## src/rtl/crtc_6845.sv

```systemverilog
// Character-rate CRT controller (type-0 6845 style).
// CLK/RESET; CE_CHAR tick; WR/RS/DI CPU port; HSYNC/VSYNC/DE/MA/RA out.
module crtc_6845 (
  input  logic        CLK,
  input  logic        RESET,
  input  logic        CE_CHAR,
  input  logic        WR,
  input  logic        RS,
  input  logic [7:0]  DI,
  output logic        HSYNC,
  output logic        VSYNC,
  output logic        DE,
  output logic [13:0] MA,
  output logic [4:0]  RA
);

  // Register file
  logic [4:0] idx_q;
  logic [7:0] r0_q, r1_q, r2_q, r3_q;
  logic [6:0] r4_q, r6_q, r7_q;
  logic [4:0] r5_q, r9_q;
  logic [5:0] r12_q;
  logic [7:0] r13_q;

  // Counters and sync state
  logic [7:0]  hcc_q, hcc_d;
  logic [4:0]  rc_q, rc_d;
  logic [6:0]  vcc_q, vcc_d;
  logic [4:0]  adc_q, adc_d;
  logic        adj_q, adj_d;
  logic [3:0]  hsw_q, hsw_d;
  logic [3:0]  vsw_q, vsw_d;
  logic        hs_q, hs_d;
  logic        vs_q, vs_d;
  logic [13:0] ma_row_q, ma_row_d;
  logic [13:0] ma_nxt_q, ma_nxt_d;

  // Registered outputs
  logic        de_q, de_d;
  logic [13:0] ma_q, ma_d;

  logic       line_end;
  logic       frame_end;
  logic [4:0] vs_width;

  assign line_end = (hcc_q == r0_q);
  // A zero vsync-width field means sixteen lines.
  assign vs_width = (r3_q[7:4] == 4'd0) ?
                    5'd16 : {1'b0, r3_q[7:4]};

  always_ff @(posedge CLK or posedge RESET) begin
    if (RESET) begin
      idx_q <= 5'd0;
      r0_q  <= 8'd63;
      r1_q  <= 8'd40;
      r2_q  <= 8'd46;
      r3_q  <= 8'h8E;
      r4_q  <= 7'd38;
      r5_q  <= 5'd0;
      r6_q  <= 7'd25;
      r7_q  <= 7'd30;
      r9_q  <= 5'd7;
      r12_q <= 6'h30;
      r13_q <= 8'd0;
    end else if (WR) begin
      if (!RS) begin
        idx_q <= DI[4:0];
      end else begin
        case (idx_q)
          5'd0:  r0_q  <= DI;
          5'd1:  r1_q  <= DI;
          5'd2:  r2_q  <= DI;
          5'd3:  r3_q  <= DI;
          5'd4:  r4_q  <= DI[6:0];
          5'd5:  r5_q  <= DI[4:0];
          5'd6:  r6_q  <= DI[6:0];
          5'd7:  r7_q  <= DI[6:0];
          5'd9:  r9_q  <= DI[4:0];
          5'd12: r12_q <= DI[5:0];
          5'd13: r13_q <= DI;
          default: ;
        endcase
      end
    end
  end

  always_ff @(posedge CLK or posedge RESET) begin
    if (RESET) begin
      hcc_q    <= 8'd0;
      rc_q     <= 5'd0;
      vcc_q    <= 7'd0;
      adc_q    <= 5'd0;
      adj_q    <= 1'b0;
      hsw_q    <= 4'd0;
      vsw_q    <= 4'd0;
      hs_q     <= 1'b0;
      vs_q     <= 1'b0;
      ma_row_q <= 14'd0;
      ma_nxt_q <= 14'd0;
      de_q     <= 1'b0;
      ma_q     <= 14'd0;
    end else if (CE_CHAR) begin
      hcc_q    <= hcc_d;
      rc_q     <= rc_d;
      vcc_q    <= vcc_d;
      adc_q    <= adc_d;
      adj_q    <= adj_d;
      hsw_q    <= hsw_d;
      vsw_q    <= vsw_d;
      hs_q     <= hs_d;
      vs_q     <= vs_d;
      ma_row_q <= ma_row_d;
      ma_nxt_q <= ma_nxt_d;
      de_q     <= de_d;
      ma_q     <= ma_d;
    end
  end

  // Next state for one character tick
  always_comb begin
    hcc_d     = line_end ? 8'd0 : hcc_q + 8'd1;
    rc_d      = rc_q;
    vcc_d     = vcc_q;
    adc_d     = adc_q;
    adj_d     = adj_q;
    hsw_d     = hsw_q;
    vsw_d     = vsw_q;
    hs_d      = hs_q;
    vs_d      = vs_q;
    ma_row_d  = ma_row_q;
    ma_nxt_d  = ma_nxt_q;
    frame_end = 1'b0;

    if (hcc_q == r1_q)
      ma_nxt_d = ma_row_q + {6'd0, hcc_q};

    if (line_end) begin
      if (adj_q) begin
        adc_d = adc_q + 5'd1;
        rc_d  = rc_q + 5'd1;
        if (adc_q + 5'd1 == r5_q)
          frame_end = 1'b1;
      end else if (rc_q == r9_q) begin
        rc_d = 5'd0;
        if (vcc_q == r4_q) begin
          if (r5_q != 5'd0) begin
            // Adjust lines continue the raster count.
            adj_d = 1'b1;
            adc_d = 5'd0;
            rc_d  = r9_q + 5'd1;
          end else begin
            frame_end = 1'b1;
          end
        end else begin
          vcc_d = vcc_q + 7'd1;
        end
      end else begin
        rc_d = rc_q + 5'd1;
      end

      if (rc_q == r9_q && !frame_end)
        ma_row_d = ma_nxt_d;

      if (frame_end) begin
        vcc_d    = 7'd0;
        rc_d     = 5'd0;
        adj_d    = 1'b0;
        adc_d    = 5'd0;
        ma_row_d = {r12_q, r13_q};
      end
    end

    if (hs_q) begin
      hsw_d = hsw_q + 4'd1;
      if (hsw_q + 4'd1 == r3_q[3:0])
        hs_d = 1'b0;
    end else if (hcc_d == r2_q &&
                 r3_q[3:0] != 4'd0) begin
      hs_d  = 1'b1;
      hsw_d = 4'd0;
    end

    if (line_end) begin
      if (vs_q) begin
        vsw_d = vsw_q + 4'd1;
        if ({1'b0, vsw_q} + 5'd1 == vs_width)
          vs_d = 1'b0;
      end else if (rc_d == 5'd0 &&
                   vcc_d == r7_q) begin
        vs_d  = 1'b1;
        vsw_d = 4'd0;
      end
    end
  end

  // Output values derived from the post-tick state
  always_comb begin
    de_d = (hcc_d < r1_q) &&
           (vcc_d < r6_q) && !adj_d;
    ma_d = ma_row_d + {6'd0, hcc_d};
  end

  assign HSYNC = hs_q;
  assign VSYNC = vs_q;
  assign DE    = de_q;
  assign MA    = ma_q;
  assign RA    = rc_q;

endmodule

```

## config.mk

```make
export PLATFORM = sky130hd
export DESIGN_NAME = crtc_6845
export DESIGN_NICKNAME = d
export VERILOG_FILES = /design/src/rtl/crtc_6845.sv
export SDC_FILE = /design/constraint.sdc
export NUM_CORES = 1
export LEC_CHECK = 0
export CORE_ASPECT_RATIO = 0.5
export CORE_MARGIN = 2
export CORE_UTILIZATION = 56
export DETAILED_ROUTE_END_ITERATION = 12
export HOLD_SLACK_MARGIN = 0.08
export PLACE_DENSITY = 0.87
export SLEW_MARGIN = 20
export SYNTH_ARGS = -nofsm -noshare
export SYNTH_HDL_FRONTEND = slang
export SYNTH_SLANG_ARGS = --single-unit
export TNS_END_PERCENT = 1
```

## constraint.sdc

```tcl
create_clock -name CLK -period 5 [get_ports CLK]
set_clock_uncertainty 0.1 [all_clocks]
set_input_delay 0.5 -clock CLK [delete_from_list [all_inputs] [get_ports CLK]]
set_output_delay 0.5 -clock CLK [all_outputs]
set_load 0.1 [all_outputs]
```

# After elaboration in Yosys (flattened, before gate mapping)
# Cells that the tools add are included.
# totals
n_memories	0
regBits	161
ram_bits	0
output_inout_bits	22
word_cells	134
inputBits	13
latch_bits	0
rom_bits	0
# classes
reduce_logical	33
n_shift	0
multipliers	0
n_eq_ne	19
addsub	10
bitwise	1
muxes	44
order_cmp	2
n_div	0
# ops
cell	n
$mux W5	12
$mux W14	4
$reduce_and A3 Y1	12
$mux W7	5
$add A14 B8 Y14	2
$eq A8 B8 Y1	3
$eq A5 B3 Y1 const B	4
$mux W1	18
$mux W4	4
$add A5 B1 Y5 const B	3
$eq A5 B4 Y1 const B	3
$eq A5 B5 Y1	3
$eq A7 B7 Y1	2
$eq A5 B2 Y1 const B	2
$logic_not A5 Y1	2
$reduce_bool A3 Y1	3
$add A4 B1 Y4 const B	2
$add A8 B1 Y8 const B	1
$lt A8 B8 Y1	1
$mux W8	1
$add A7 B1 Y7 const B	1
$lt A7 B7 Y1	1
$reduce_and A2 Y1	3
$add A4 B1 Y5 const B	1
10 further kinds	16

# Longest topological paths before layout
# depth
word_depth	12
mapped_depth	22
ltp_nobuf	20

# Worst setup path after synthesis
# Ideal clock, no wire load.
# synth_timing
path_type	register -> register
from	register rc_q[3], in the netlist RA[3]
to	register ma_q[10], in the netlist MA[10]
stages_incl_launch_ff	22
arrival_ns	4.807
setup_time_ns	0.125
t_required_ns	4.775
n_path_buf	3
period_less_slack_ns	5.032
setup_slack_ns	-0.032
path_cell_list	dfrtp_1 -> clkbuf_1 -> xnor2_1 -> and2_1 -> nand2_1 -> o31ai_2 -> clkbuf_1 -> buf_1 -> a21oi_1 -> o21ai_0 -> ha_1 -> inv_1 -> fa_1 -> nor2b_1 -> o21ai_0 -> a21oi_1 -> o21a_1 -> o211ai_1 -> a21oi_1 -> nand2_1 -> xnor2_1 -> mux2_2
# synth_via
elab_chain_cells	10
# synth_lines
item	line_no	source
start: declaration	27	logic [4:0] rc_q, rc_d;
start signal: assignment	104	rc_q <= rc_d;
$eq A5 B5 Y1 *	143, 161	
$mux W1	143	end else if (rc_q == r9_q) begin
$mux W1	138	if (adj_q) begin
$mux W1	137	if (line_end) begin
$logic_not A1 Y1	161	if (rc_q == r9_q && !frame_end)
$logic_and A1 B1 Y1	161	
$mux W14	161	
$mux W14 *	164	if (frame_end) begin
$mux W14 *	137	
net ma_row_d[0]	35	logic [13:0] ma_row_q, ma_row_d;
$add A14 B8 Y14 *	200	ma_d = ma_row_d + {6'd0, hcc_d};
end signal: assignment	115	ma_q <= ma_d;
end: declaration	40	logic [13:0] ma_q, ma_d;
# Mark *: on every way through the listed nets, which the timed path passes. The rest lies on a longest branch. The select of a mux whose other input is x is not followed.
# A chain may end at the register's enable or synchronous reset.

# Worst setup path after layout
# layout_timing
from	register hcc_q[5]
to	register ma_q[13], in the netlist MA[13]
# layout_via
elab_chain_cells	6
elab_cells_between_ends	10
cone_classes	add/sub (3); eq/ne (2); mux (5)
# layout_lines
item	line_no	source
start: declaration	26	logic [7:0] hcc_q, hcc_d;
start signal: assignment	89	hcc_q <= 8'd0;
start signal: assignment	103	hcc_q <= hcc_d;
$eq A8 B8 Y1	134	if (hcc_q == r1_q)
$mux W14	134	
$mux W14	161	
$mux W14	164	
$mux W14 *	137	
net ma_row_d[1]	35	
$add A14 B8 Y14 *	200	
# Mark *: on every way through the listed nets, which the timed path passes. The rest lies on a longest branch.

==> impl_metrics.env <==
export IMPL_track_usage_pct=29.16
export IMPL_cp_endpoint="MA[13]$_DFFE_PP0P_"
export IMPL_slew_headroom_pct=33.79
export IMPL_ys_flop_type="dfrtp_1"
export IMPL_final_antenna_net_count=0
export IMPL_power_frac_seq_pct=32.2
export IMPL_postSynthAreaPerCell_um2=10.17
export IMPL_cts_tree="built"
export IMPL_clk_latency_ns=0.43
export IMPL_drive_above_1_share_pct=20.43
export IMPL_ys_async_sr_fraction_pct=100.0
export IMPL_syn_nets=985
export IMPL_maxCapViolCount=0
export IMPL_vias_per_cell=6.429
export IMPL_clk_pin_slew_worst_paths_ns=0.06
export IMPL_finalHoldViolCount=0
export IMPL_grt_pass1_vias=7578
export IMPL_fin_util_pct=65.16
export IMPL_start_util_pct=57.66
export IMPL_required_ns=5.21
export IMPL_p_comb_share_pct=47.1
export IMPL_nFillCells=1147
export IMPL_yosysWarningCount=0
export IMPL_r2r_end="MA[13]$_DFFE_PP0P_"
export IMPL_dr_pass1_iters=7
export IMPL_arrival_ns=4.84
export IMPL_cts_hold_buf=0
export IMPL_wl_mm=25.44
export IMPL_r2r_worst_path_cells=20
export IMPL_grt_max_degree=126
export IMPL_io_pins=35
export IMPL_criticalPathCategory="reg2reg"
export IMPL_tns_ns=0
export IMPL_dpl_instance_area_um2=10090
export IMPL_fin_ws_ns=0.3731
export IMPL_synth_top_cell_area_share_pct=34.25
export IMPL_grt_pass1_wl_mm=40.45
export IMPL_synth_edf_count=0
export IMPL_coreArea_um2=16470
export IMPL_gp_congestion=0.9266
export IMPL_cp_startpoint="hcc_q[5]$_DFFE_PP0P_"
export IMPL_rows=33
export IMPL_die_height_um=96.10
export IMPL_cts_sinks=161
export IMPL_cts_buffers=17
export IMPL_status="finished, final reports clean"
export IMPL_r2r_slack_ns=0.37
export IMPL_clkPwrFrac_pct=20.7
export IMPL_fin_crit_ns=4.627
export IMPL_synth_seq_cells=161
export IMPL_drt_iter0_drc=823
export IMPL_synthToLayoutAreaGrowth_pct=13.01
export IMPL_power_density_nw_per_um2=632.5
export IMPL_timing_final_crit_share_pct=92.54
export IMPL_cts_root_buf="clkbuf_16"
export IMPL_vias=7721
export IMPL_swShare_pct=43.67
export IMPL_grtUsageMet3_pct=4.411
export IMPL_wl_per_cell_um=21.18
export IMPL_cellLeakagePower_nw=4.638
export IMPL_synthTopCellsByArea="dfrtp_1 34%, mux2_2 11%, dfstp_2 8.6%, ha_1 4.7%, xnor2_1 4.7%"
export IMPL_finalSetupViolCount=0
export IMPL_dieArea_um2=18080
export IMPL_syn_cell_area_um2=9499
export IMPL_p_int_mw=3.825
export IMPL_die_x_um=188.2
export IMPL_drc_errors=0
export IMPL_fmax_mhz=216.1
export IMPL_yosysUniqueCellTypes=73
export IMPL_p_switching_mw=2.966
export IMPL_antenna_found_initial=0
export IMPL_synth_area_leader_cell="dfrtp_1"
export IMPL_peakVddDrop_v=0.0005205
export IMPL_rsz0062_at_grt="false"
export IMPL_worstMarginPinSlew_ns=0.9900
export IMPL_report_final_slew_viol_count=0
export IMPL_reg2reg_from="hcc_q[5]$_DFFE_PP0P_"
export IMPL_cts_htree_levels=4
export IMPL_postSynthCellCount=934
export IMPL_cp_start_kind="flop"
export IMPL_place_ws_ns=0.3245
export IMPL_met2_usage_pct=47.91
export IMPL_diodes=0
export IMPL_crit_path_end_kind="flop"
export IMPL_path_max_fanout=11
export IMPL_place_port_buffers=34
export IMPL_yosysSeqAreaShare_pct=42.82
export IMPL_grt_overflow_total=0
export IMPL_grt_util_met1_pct=38.82
export IMPL_hpwlAfterDp_mm=17.38
export IMPL_hp_class="reg2reg"
export IMPL_final_nets=1012
export IMPL_cts_buffer_depth=2
export IMPL_final_area_um2=10740
export IMPL_grt_busiest_layer="met2"
-- placed cells by master, fill, tap and decap left out, types with 5 or more instances in the layout --
cell             Yosys  layout
a211oi_1            13      13
a21o_1              11      11
a21oi_1             42      42
a31oi_1              9       9
and3_1              14      14
buf_4                0      20
clkbuf_16            0      17
clkdlybuf4s50_1      0      33
dfrtp_1            130     128
dfstp_2             31      31
ha_1                36      36
inv_1               44      43
mux2_2              96      96
mux2i_1             14      14
nand2_1             81      80
nand3_1             24      24
nand4_1             10      10
nor2_1              46      46
nor3_1              17      17
nor4_1               7       6
o21ai_0             64      64
o21ai_1              7       7
o22ai_1              7       7
o31ai_1              8       8
or4_1                5       5
xnor2_1             51      51
xor2_1              34      34
-- how the worst min path moves through the flow --
stage	from	endpoint	slack, ns	depth (start not counted)
2_1_floorplan	ma_nxt_q[1]$_DFFE_PP0P_	ma_nxt_q[1]$_DFFE_PP0P_	0.35	2
3_3_place_gp	ma_nxt_q[6]$_DFFE_PP0P_	ma_nxt_q[6]$_DFFE_PP0P_	0.36	1
3_5_place_dp	ma_nxt_q[9]$_DFFE_PP0P_	ma_nxt_q[9]$_DFFE_PP0P_	0.38	2
4_1_cts	ma_nxt_q[9]$_DFFE_PP0P_	ma_nxt_q[9]$_DFFE_PP0P_	0.40	2
5_1_grt	ma_nxt_q[9]$_DFFE_PP0P_	ma_nxt_q[9]$_DFFE_PP0P_	0.42	2
6_report	ma_nxt_q[2]$_DFFE_PP0P_	ma_nxt_q[2]$_DFFE_PP0P_	0.40	1
-- stage by stage --
step | std cells | hold slack [ns] | total power [mW]
2_1_floorplan | 934 | 0.3504 | 4.407
3_3_place_gp | 1169 | 0.3624 | 5.127
3_5_place_dp | 1169 | 0.3850 | 5.256
4_1_cts | 1201 | 0.4046 | 6.702
5_1_grt | 1201 | 0.4208 | 7.134
6_report | 1201 | 0.4008 | 6.790
-- Yosys cell counts, types with 8 or more instances --
| cell type | n |
|---|---|
| xor2_1 | 34 |
| a31oi_1 | 9 |
| dfstp_2 | 31 |
| a21o_1 | 11 |
| nor2_1 | 46 |
| clkbuf_1 | 36 |
| nor3_1 | 17 |
| xnor2_1 | 51 |
| a211oi_1 | 13 |
| o31ai_1 | 8 |
| ha_1 | 36 |
| mux2i_1 | 14 |
| a21oi_1 | 42 |
| o21ai_0 | 64 |
| mux2_2 | 96 |
| nand3_1 | 24 |
| dfrtp_1 | 130 |
| inv_1 | 44 |
| nand4_1 | 10 |
| nand2_1 | 81 |
| and3_1 | 14 |
-- metal layers --
metal	up-vias	routed length, um
li1	3417	-
met1	3816	10610
met2	421	11970
met3	67	2139
met4	0	718
met5	-	0
-- power by group through the flow --
stage	Sequential, mW	Clock [mW]	Combinational (mW)
finish	2.19	1.41	3.20
CTS	2.17	1.41	3.13
floorplan	2.50	0	1.91
detailed placement	2.18	0	3.08
global route	2.23	1.46	3.45
global placement	2.15	0	2.98
-- what timing repair did --
action                     in CTS  in global routing
setup buffers                   0                  0
setup endpoints to repair       0                  6
gates resized for setup         0                  5
-- state kept, by name (all words and copies together), names as in the netlist, 6 cells and up --
| register | flops |
|---|---|
| r7_q | 7 |
| r1_q | 8 |
| hcc_q | 8 |
| ma_nxt_q | 14 |
| r12_q | 6 |
| MA | 14 |
| r6_q | 7 |
| ma_row_q | 14 |
| r0_q | 8 |
| r3_q | 8 |
| vcc_q | 7 |
| r2_q | 8 |
| r13_q | 8 |
| r4_q | 7 |
-- worst max-delay path, stage by stage (launching register included) --
cell and delay, ns:
dfrtp_1 0.52, xor2_1 0.21, nor4_2 0.46, and2_1 0.28
buf_4 0.24, nand2_1 0.08, o211ai_1 0.11, a21oi_1 0.10
a21oi_1 0.18, nor2_1 0.08, a21o_1 0.17, ha_1 0.26
a21o_1 0.18, a21o_1 0.21, a211oi_1 0.41, o21ai_0 0.17
o211ai_1 0.16, a211oi_1 0.10, nand4_1 0.15, xor2_1 0.08
mux2_2 0.29
-- cells by family after synthesis --
kind of cell,count (synthesis),synth area share [%]
AO/OA/AOI/OAI,213,14.48
XOR/XNOR,87,8.259
adder cells (fa/ha/maj),38,5.163
buffers and inverters,91,3.833
flip-flops,161,42.82
multiplexers,110,12.86
AND/OR/NAND/NOR,234,12.59
-- area by class of cell --
type	instances	area, um^2	share of cell area [%]
inverters	44	168.9	1.573
multi-input cells	682	5085	47.37
clock inverters	10	157.7	1.469
repair buffers	55	505.5	4.709
clock buffers	22	464.2	4.324
well taps	227	284.0	2.646
flip-flops and latches	161	4070	37.91
(Power assumes the default switching activity.)
